File: src/rtl/dc_shift_driver.sv
// dc_shift_driver: paces a parallel word MSB-first into the digital core shift
// chain using one-cycle enable strobes, then returns the word read back from
// the chain's last stage as a parallel result with a done pulse.
module dc_shift_driver #(
  parameter int WIDTH      = 8,
  parameter int DIV        = 4,
  parameter int CORE_DEPTH = 3
) (
  input  logic             internal_clk,
  input  logic             dc_rst,
  input  logic             start_i,
  input  logic [WIDTH-1:0] tx_data_i,
  output logic             busy_o,
  output logic             done_o,
  output logic [WIDTH-1:0] rx_data_o,
  output logic             dc_clk_enable,
  output logic             dc_digital_input,
  input  logic             dc_digital_output
);

  // Each transfer needs WIDTH payload strobes plus CORE_DEPTH flush strobes
  // to push the payload all the way through the core and back out.
  localparam int N  = WIDTH + CORE_DEPTH;
  localparam int CW = $clog2(N + 1);
  localparam int DW = (DIV > 1) ? $clog2(DIV) : 1;

  localparam logic [CW-1:0] LAST_PULSE = CW'(N - 1);
  localparam logic [CW-1:0] FIRST_KEEP = CW'(CORE_DEPTH);
  localparam logic [DW-1:0] DIV_LAST   = DW'(DIV - 1);

  typedef enum logic [1:0] {
    IDLE  = 2'd0,
    SHIFT = 2'd1,
    DONE  = 2'd2
  } state_e;

  state_e           state_q, state_d;
  logic [WIDTH-1:0] tx_q, tx_d;
  logic [WIDTH-1:0] rx_sh_q, rx_sh_d;
  logic [WIDTH-1:0] rx_q, rx_d;
  logic [WIDTH-1:0] rx_shifted;
  logic [CW-1:0]    cnt_q, cnt_d;
  logic [DW-1:0]    div_q, div_d;
  logic             strobe;

  // The strobe is a pure decode of registered state, so an asynchronous reset
  // removes it in the same instant without waiting for a clock edge.
  assign strobe     = (state_q == SHIFT) && (div_q == DIV_LAST);
  assign rx_shifted = (rx_sh_q << 1) | WIDTH'(dc_digital_output);

  assign busy_o           = (state_q != IDLE);
  assign done_o           = (state_q == DONE);
  assign rx_data_o        = rx_q;
  assign dc_clk_enable    = strobe;
  assign dc_digital_input = (state_q == SHIFT) && tx_q[WIDTH-1];

  // Next-state logic: acceptance, strobe pacing, serial tx/rx and completion.
  always_comb begin
    // NOTE: every variable gets its hold value first, so no path through the
    // case statement can leave one unassigned and infer a latch.
    state_d = state_q;
    tx_d    = tx_q;
    rx_sh_d = rx_sh_q;
    rx_d    = rx_q;
    cnt_d   = cnt_q;
    div_d   = div_q;
    unique case (state_q)
      IDLE: begin
        if (start_i) begin
          tx_d    = tx_data_i;
          rx_sh_d = '0;
          cnt_d   = '0;
          div_d   = '0;
          state_d = SHIFT;
        end
      end
      SHIFT: begin
        if (strobe) begin
          div_d = '0;
          // Zeros shift in behind the payload and serve as the flush bits.
          tx_d  = tx_q << 1;
          cnt_d = cnt_q + CW'(1);
          // The first CORE_DEPTH samples are whatever the core held before.
          if (cnt_q >= FIRST_KEEP) begin
            rx_sh_d = rx_shifted;
          end
          if (cnt_q == LAST_PULSE) begin
            rx_d    = rx_shifted;
            state_d = DONE;
          end
        end else begin
          div_d = div_q + DW'(1);
        end
      end
      DONE: begin
        state_d = IDLE;
      end
      default: begin
        state_d = IDLE;
      end
    endcase
  end

  // State registers, all cleared by the asynchronous reset.
  always_ff @(posedge internal_clk or posedge dc_rst) begin
    if (dc_rst) begin
      state_q <= IDLE;
      tx_q    <= '0;
      rx_sh_q <= '0;
      rx_q    <= '0;
      cnt_q   <= '0;
      div_q   <= '0;
    end else begin
      // NOTE: non-blocking assignments so every register samples the values
      // from before this edge, independent of statement order.
      state_q <= state_d;
      tx_q    <= tx_d;
      rx_sh_q <= rx_sh_d;
      rx_q    <= rx_d;
      cnt_q   <= cnt_d;
      div_q   <= div_d;
    end
  end

endmodule

File: config.mk
export PLATFORM = sky130hd
export DESIGN_NAME = dc_shift_driver
export DESIGN_NICKNAME = d
export VERILOG_FILES = /design/src/rtl/dc_shift_driver.sv
export SDC_FILE = /design/constraint.sdc
export NUM_CORES = 1
export LEC_CHECK = 0
export BUFFER_PORTS_ARGS = -buffer_cell sky130_fd_sc_hd__buf_4
export CORE_UTILIZATION = 54
export DETAILED_ROUTE_END_ITERATION = 8
export GPL_TIMING_DRIVEN = 0
export MAX_ROUTING_LAYER = met4
export PLACE_DENSITY_LB_ADDON = 0.3
export SLEW_MARGIN = 20
export SYNTH_ARGS = -nofsm -noshare
export SYNTH_HDL_FRONTEND = slang
export SYNTH_SLANG_ARGS = --single-unit
File: constraint.sdc
create_clock -name internal_clk -period 1.7 [get_ports internal_clk]
set_input_delay 0.51 -clock internal_clk [delete_from_list [all_inputs] [get_ports internal_clk]]
set_output_delay 0.51 -clock internal_clk [all_outputs]
set_load 0.02 [all_outputs]
Word level (Yosys, flattened, before mapping)
Cells that the tools add are included.
{"block": "classes", "bitwise_logic": 1, "add_sub_neg": 2, "mul": 0, "div": 0, "magnitude_cmp": 1, "shifts": 0, "eq_ne": 8, "reduce_logical": 10, "n_mux": 17}
{"cell": "7-bit two-way mux", "count": 3}
{"cell": "8-bit two-way mux", "count": 2}
{"cell": "8-bit one-hot mux with 2 select lines", "count": 1}
{"cell": "7-bit one-hot mux with 2 select lines", "count": 1}
{"cell": "2-bit two-way mux", "count": 5}
{"cell": "3-bit AND reduction", "count": 3}
{"cell": "4-bit two-way mux", "count": 2}
{"cell": "8-bit by 1-bit bitwise OR with 8-bit output", "count": 1}
{"cell": "2-bit one-hot mux with 2 select lines", "count": 2}
{"cell": "4-bit one-hot mux with 2 select lines", "count": 1}
{"cell": "4-bit by 1-bit adder with 4-bit output, second input constant", "count": 1}
{"cell": "2-bit equality test, second input constant", "count": 2}
{"cell": "4-bit equality test, second input constant", "count": 1}
{"cell": "4-bit by 2-bit >= comparator with 1-bit output, second input constant", "count": 1}
{"cell": "2-bit by 1-bit inequality test with 1-bit output, second input constant", "count": 2}
{"cell": "2-bit inequality test, second input constant", "count": 2}
{"cell": "4-bit AND reduction", "count": 1}
{"cell": "2-bit nonzero test", "count": 2}
{"cell": "2-bit by 1-bit adder with 2-bit output, second input constant", "count": 1}
{"cell": "2-bit by 1-bit equality test with 1-bit output, second input constant", "count": 1}
{"cell": "1-bit logical AND", "count": 2}
{"cell": "2-bit logical NOT", "count": 1}
{"cell": "2-bit AND reduction", "count": 1}
{"block": "word_totals", "mem_bits_rw": 0, "output_inout_bits": 12, "register_bits": 31, "in_bits": 12, "mem_count": 0, "rom_bits": 0, "word_cells": 45, "latchBits": 0}

Longest topological paths before layout
Gate-level depths: netlist of the first run.
{"block": "logic_depth", "depth_word": 4, "depth_mapped": 5, "mapped_depth_nobuf": 5}

Worst setup path before layout of the first run
No wires, ideal clock.
{"block": "synth_timing", "path_type": "reg-to-reg", "startpoint": "register cnt_q[1]", "endpoint": "register rx_sh_q[0]", "path_stages_with_launch": 6, "path_buffers": 1, "setup_time_ns": 0.121, "arrival_time_ns": 1.411, "setup_slack_ns": 0.168, "period_less_slack_ns": 1.532, "required_ns": 1.579, "cell_sequence": "dfrtp_1 -> ha_1 -> nor4b_2 -> or4_1 -> buf_2 -> a22o_1"}
{"block": "synth_via", "elab_chain_len": 3}
{"item": "from (decl)", "line": "42", "source": "logic [CW-1:0] cnt_q, cnt_d;"}
{"item": "from (signal assigned)", "line": "120", "source": "cnt_q <= cnt_d;"}
{"item": "4-bit by 2-bit >= comparator with 1-bit output", "line": "84", "source": "if (cnt_q >= FIRST_KEEP) begin"}
{"item": "2-bit by 1-bit inequality test with 1-bit output (no source line)"}
{"item": "4-bit AND reduction (no source line)"}
{"item": "to (signal assigned)", "line": "118", "source": "rx_sh_q <= rx_sh_d;"}
{"item": "to (decl)", "line": "39", "source": "logic [WIDTH-1:0] rx_sh_q, rx_sh_d;"}
Every way passes these cells.
A chain may end at the register's enable or synchronous reset.

Worst setup path after layout of the first run
{"block": "layout_timing", "startpoint": "register state_q[1]", "endpoint": "output port dc_clk_enable"}
{"block": "layout_via", "elab_chain_len": 2}
{"item": "from (decl)", "line": "37", "source": "state_e state_q, state_d;"}
{"item": "from (signal assigned)", "line": "116", "source": "state_q <= state_d;"}
{"item": "2-bit by 1-bit equality test with 1-bit output", "line": "48", "source": "assign strobe = (state_q == SHIFT) && (div_q == DIV_LAST);"}
{"item": "1-bit logical AND", "line": "48"}
{"item": "to (decl)", "line": "16", "source": "output logic dc_clk_enable,"}
Every way passes these cells.

==> impl_metrics.tcl, run 1 <==
set metrics [dict create \
    crit_required_ns 1.19 \
    r2r-start "cnt_q[0]" \
    fin_area_um2 1936 \
    drc_errors 0 \
    grtUsageTotal 0.2505 \
    synth_nets 126 \
    dr_total_vias 1078 \
    met3_usage 0.09040 \
    peakVddDrop_uv 1496 \
    dieArea_um2 2877 \
    fin_crit_sh 1.055 \
    hp-class "in -> async" \
    grtUsageMet1 0.2831 \
    initial_utilization 0.5761 \
    status "complete, but fails checks" \
    cts_tree "yes" \
    gp_congestion 0.7800 \
    grt_util_met2 0.3896 \
    grt_start_max_net_pins 32 \
    wl_per_cell_um 16.46 \
    cp_max_fo 4 \
    p_leak_nw 0.9371 \
    min_period_ns 1.793 \
    synth_top_family_by_area "multiplexers" \
    p_total_mw 3.067 \
    drive_gt1_frac 0.5380 \
    numPortBuffers 23 \
    vias_per_cell 5.734 \
    grt_setup_unrepaired "true" \
    r2r-end "rx_sh_q[3]" \
    syn_avg_cell_area_um2 12.97 \
    setup.worst_path.start_class "flip-flop" \
    syn_area_um2 1440 \
    endpoint_kind "output pin" \
    setup_viol 9 \
    grt_pass1_wl_mm 4.719 \
    antenna_found_initial 0 \
    antenna_cells 0 \
    worstSetupPathType "reg -> out" \
    arrival_ns 1.28 \
    synth-seq-cells 31 \
    worst_slew_pin_slew_ns 0.6398 \
    syn_to_final_growth_pct 34.41 \
    clkTransAtPathRegs_ns 0.10 \
    clock_latency_ns 0.34 \
    cts_made_buffers 5 \
    clockBufferDepth 2 \
    synthAdderAreaFrac 0.02606 \
    utilization 0.7743 \
    synth.distinct_cells 31 \
    cts-root-buf "clkbuf_4" \
    dp_slack_ns -0.03567 \
    core_region_area_um2 2500 \
    place_area_um2 1650 \
    dr.pass1.iters 4 \
    worstRegToRegCells 5 \
    syn_inst 111 \
    h-tree-depth 2 \
    maxSlewViolCount 0 \
    grt_pass1_vias 1076 \
    drv_cap 0 \
    io_pins 24 \
    dr.first_iter.drc_count 12 \
    fin_ws_ns -0.09270 \
    yosysWarningCount 0 \
    synth_compound_area_frac 0.08254 \
    violations "setup timing" \
    final-hold-violation-count 0 \
    final.setup.tns_ns -0.2764 \
    fmax_mhz 557.8 \
    maxSlewHeadroom 0.5728 \
    drt-total-wl_mm 3.095 \
    synth_xor_area_frac 0.006082 \
    grt-busiest-layer "met2" \
    yosysSeqAreaShare 0.5387 \
    rows 18 \
    cts_sinks 31 \
    synth-simple-area-share 0.1234 \
    cts_hold_buf 0 \
    p_per_area_nw_per_um2 1585 \
    muxShareOfSynthArea 0.1851 \
    ant_nets 0 \
    grt-ovfl-total 0 \
    die_y_um 53.64 \
    die_w_um 53.64 \
    final.setup_skew_ns 0.007903 \
    dp_hpwl_mm 1.712 \
    rrSetupSlack_ns -0.01 \
    nNetsFinal 173 \
]
## cell families (layout without fill, tap and decap cells)
family	Yosys count	in the layout
AO/OA/AOI/OAI	15	15
multiplexers	24	24
XOR/XNOR	1	1
AND/OR/NAND/NOR	26	27
adder cells (fa/ha/maj)	3	3
buffers and inverters	11	57
flip-flops	31	31
## where the power goes
group | switching [mW] | internal [mW]
Combinational | 0.592 | 0.757
Sequential | 0.185 | 0.978
Clock | 0.252 | 0.303
Total | 1.03 | 2.04
## synthesized netlist by cell type, drive strengths merged
cell     n  share of area
a21oi    2          0.015
a22o     6          0.036
a31o     1         0.0061
buf      4          0.020
dfrtp   31           0.54
ha       3          0.026
inv      7          0.018
mux2    21           0.16
mux2i    3          0.021
nand2    4          0.010
nand2b   2          0.014
nand3    3          0.010
nand3b   1         0.0052
nand4b   2          0.012
nor2     6          0.017
nor2b    1         0.0043
nor3b    1         0.0052
nor4     1          0.015
nor4b    1          0.010
o21ai    3          0.010
o22ai    1         0.0043
o31ai    2          0.010
or2      1         0.0043
or3      1         0.0043
or4      2          0.010
xor2     1         0.0061
## registers in the layout, summed over array words and instances (netlist names)
| register | count |
|---|---|
| cnt_q | 4 |
| div_q | 2 |
| rx_data_o | 8 |
| rx_sh_q | 7 |
| state_q | 2 |
| tx_q | 8 |
## worst max-delay path, stage by stage, from the launching register on
cell and delay [ns]:
dfrtp_1 0.41, buf_6 0.14, nand3b_1 0.19, inv_1 0.09
buf_6 0.11
## per-stage QoR
| step | hold WS [ns] | instances |
|---|---|---|
| detailed placement | 0.4752 | 164 |
| CTS | 0.2585 | 183 |
| finish | 0.2529 | 188 |
| global placement | 0.4720 | 164 |
| floorplan | 0.4521 | 111 |
| global route | 0.3007 | 188 |
## routing by layer
metal | vias to the layer above | share of wire
li1 | 491 | -
met4 | 0 | 0.017
met3 | 7 | 0.044
met1 | 546 | 0.44
met5 | - | 0
met2 | 34 | 0.50
## what timing repair did
| item | CTS | global route |
|---|---|---|
| buffers inserted | 12 | 5 |
| setup endpoints to repair | 19 | 18 |
| gates cloned | 0 | 1 |
| pin swaps | 4 | 6 |
| resized for setup | 15 | 7 |
## cells in the final DEF, fill, tap and decap left out, drive strengths merged
cell type  instances
nor4b              1
a21oi              2
nor4               1
nand3b             1
nand4b             2
nand2              4
or4                2
clkbuf             6
buf               43
o22ai              1
a22o               6
a31o               1
ha                 3
xor2               1
o21ai              3
nand3              3
mux2i              3
nand2b             2
bufinv             1
nor2b              1
nor2               7
or2                1
dfrtp             31
inv                7
or3                1
nor3b              1
mux2              21
o31ai              2
## cell type report
type                    count  area [µm²]
flip-flops and latches     31       775.7
repair buffers             40       327.8
inverters                   7       26.28
fillers                   152       564.3
multi-input cells          70       663.1
well taps                  30       37.54
plain buffers               3       33.78
clock inverters             1       30.03
clock buffers               6       41.29
## worst max path at each step
| stage | startpoint | endpoint | depth (start not counted) |
|---|---|---|---|
| 2_1_floorplan | cnt_q[1] | rx_sh_q[0] | 5 |
| 3_3_place_gp | div_q[0] | rx_data_o[2] | 4 |
| 3_5_place_dp | div_q[0] | rx_data_o[3] | 4 |
| 4_1_cts | state_q[1] | dc_clk_enable | 4 |
| 5_1_grt | state_q[1] | dc_clk_enable | 4 |
| 6_report | state_q[1] | dc_clk_enable | 4 |
Note: power is estimated with default switching activity, not from simulation.
==> run 2: changes to the inputs <==
--- a/config.mk
+++ b/config.mk
@@ -6,7 +6,7 @@
 export NUM_CORES = 1
 export LEC_CHECK = 0
 export BUFFER_PORTS_ARGS = -buffer_cell sky130_fd_sc_hd__buf_4
-export CORE_UTILIZATION = 54
+export CORE_UTILIZATION = 55
 export DETAILED_ROUTE_END_ITERATION = 8
 export GPL_TIMING_DRIVEN = 0
 export MAX_ROUTING_LAYER = met4
==> constraint.sdc (replaced) <==
create_clock -name internal_clk -period 2.15 [get_ports internal_clk]
set_input_delay 0.645 -clock internal_clk [delete_from_list [all_inputs] [get_ports internal_clk]]
set_output_delay 0.645 -clock internal_clk [all_outputs]
set_load 0.02 [all_outputs]
==> impl_metrics.tcl, run 2 (synthesized netlist as in run 1, its figures left out) <==
set metrics [dict create \
    status "completed" \
    fillers 183 \
    antenna_found_initial 0 \
    crit_required_ns 1.50 \
    whs_ns 0.4040 \
    grt_pass1_vias 887 \
    antenna_cells 0 \
    setup.worst_path.start_class "flip-flop" \
    grt_start_max_net_pins 32 \
    worstRegToRegCells 4 \
    cts_made_buffers 5 \
    p_total_mw 2.169 \
    cts_resized 0 \
    ant_nets 0 \
    h-tree-depth 2 \
    min_period_ns 2.037 \
    dr.first_iter.drc_count 6 \
    drv_cap 0 \
    drive_gt1_frac 0.4577 \
    r2r-start "div_q[0]" \
    nNetsFinal 156 \
    grt-ovfl-total 0 \
    die_w_um 53.17 \
    die_y_um 53.17 \
    core_region_area_um2 2477 \
    p_per_area_nw_per_um2 1247 \
    clock_latency_ns 0.32 \
    r2r-end "rx_data_o[6]" \
    grt_setup_unrepaired "false" \
    vias_per_cell 5.541 \
    initial_utilization 0.5813 \
    worst_slew_pin_slew_ns 0.6462 \
    numPortBuffers 23 \
    io_pins 24 \
    grt_pass1_wl_mm 4.071 \
    cts_hold_buf 0 \
    dr_total_vias 953 \
    peakVddDrop_uv 869.1 \
    drc_errors 0 \
    grtUsageTotal 0.2124 \
    clkTransAtPathRegs_ns 0.10 \
    fin_crit_sh 0.9474 \
    gp_congestion 0.7763 \
    fmax_mhz 490.9 \
    worstSetupPathType "reg -> out" \
    maxSlewHeadroom 0.5686 \
    maxSlewViolCount 0 \
    final_common_cell "dfrtp_1" \
    hp-class "in -> async" \
    cts_tree "yes" \
    final_cell_mix "dfrtp_1 (31), buf_4 (24), mux2_2 (21), a22o_1 (6), inv_1 (6)" \
    seq_area_um2 775.7 \
    final-hold-violation-count 0 \
    multiInputGateArea_um2 611.8 \
    final.setup.tns_ns 0 \
    cts-root-buf "clkbuf_4" \
    cts_sinks 31 \
    syn_to_final_growth_pct 20.76 \
    cp_max_fo 10 \
    arrival_ns 1.39 \
    wl_per_cell_um 14.01 \
    setup_viol 0 \
    drt-total-wl_mm 2.409 \
    rows 18 \
    rrSetupSlack_ns 0.43 \
    dp_hpwl_mm 1.698 \
    dieArea_um2 2827 \
    clockBufferDepth 2 \
    final.setup_skew_ns 0.008038 \
    endpoint_kind "output pin" \
    post_cts_buffers 0 \
    dr.pass1.iters 4 \
    p_leak_nw 0.8374 \
]
==> run 2: layer usage <==
metal,up-vias,track usage,routed length [µm]
li1,464,-,-
met1,468,0.2569,1164
met2,19,0.3439,1128
met3,2,0.06034,95
met4,0,0.06579,21
met5,-,-,0
==> run 2: metrics by stage <==
step                      instances  worst slack (ns)    util  area, µm²
after global routing            172           0.02231  0.7020       1739
after CTS                       172           0.08724  0.7010       1737
after global placement          164            0.3937  0.6662       1650
final                           172            0.1130  0.7020       1739
after detailed placement        164            0.3753  0.6662       1650
after floorplan                 111            0.5079       -       1440
==> run 2: worst max-delay path by stage <==
stage                           from               end  cells past startpoint
final                     state_q[0]  dc_digital_input                      5
after global routing      state_q[0]  dc_digital_input                      5
after floorplan           state_q[0]  dc_digital_input                      4
after global placement       start_i        rx_sh_q[2]                      5
after CTS                   div_q[0]     dc_clk_enable                      4
after detailed placement     start_i        rx_sh_q[0]                      5
==> run 2: report_power, final <==
group | switching [mW] | internal, mW
clock network | 0.198 | 0.275
logic | 0.383 | 0.418
registers | 0.122 | 0.773
==> run 2: critical path, stage by stage, from the launching register on <==
cell and delay, ns:
dfrtp_1 0.40, buf_4 0.19, nand2b_4 0.08, buf_6 0.14, nor2_1 0.10, buf_4 0.15
==> run 2: cell type report <==
class / instances / area share
timing repair buffer: 23 / 0.09928
sequential: 31 / 0.4460
clock buffer: 6 / 0.02950
tap: 30 / 0.02158
multi-input combinational: 69 / 0.3518
inverter: 7 / 0.01511
clock inverter: 2 / 0.02014
buffer: 4 / 0.01655
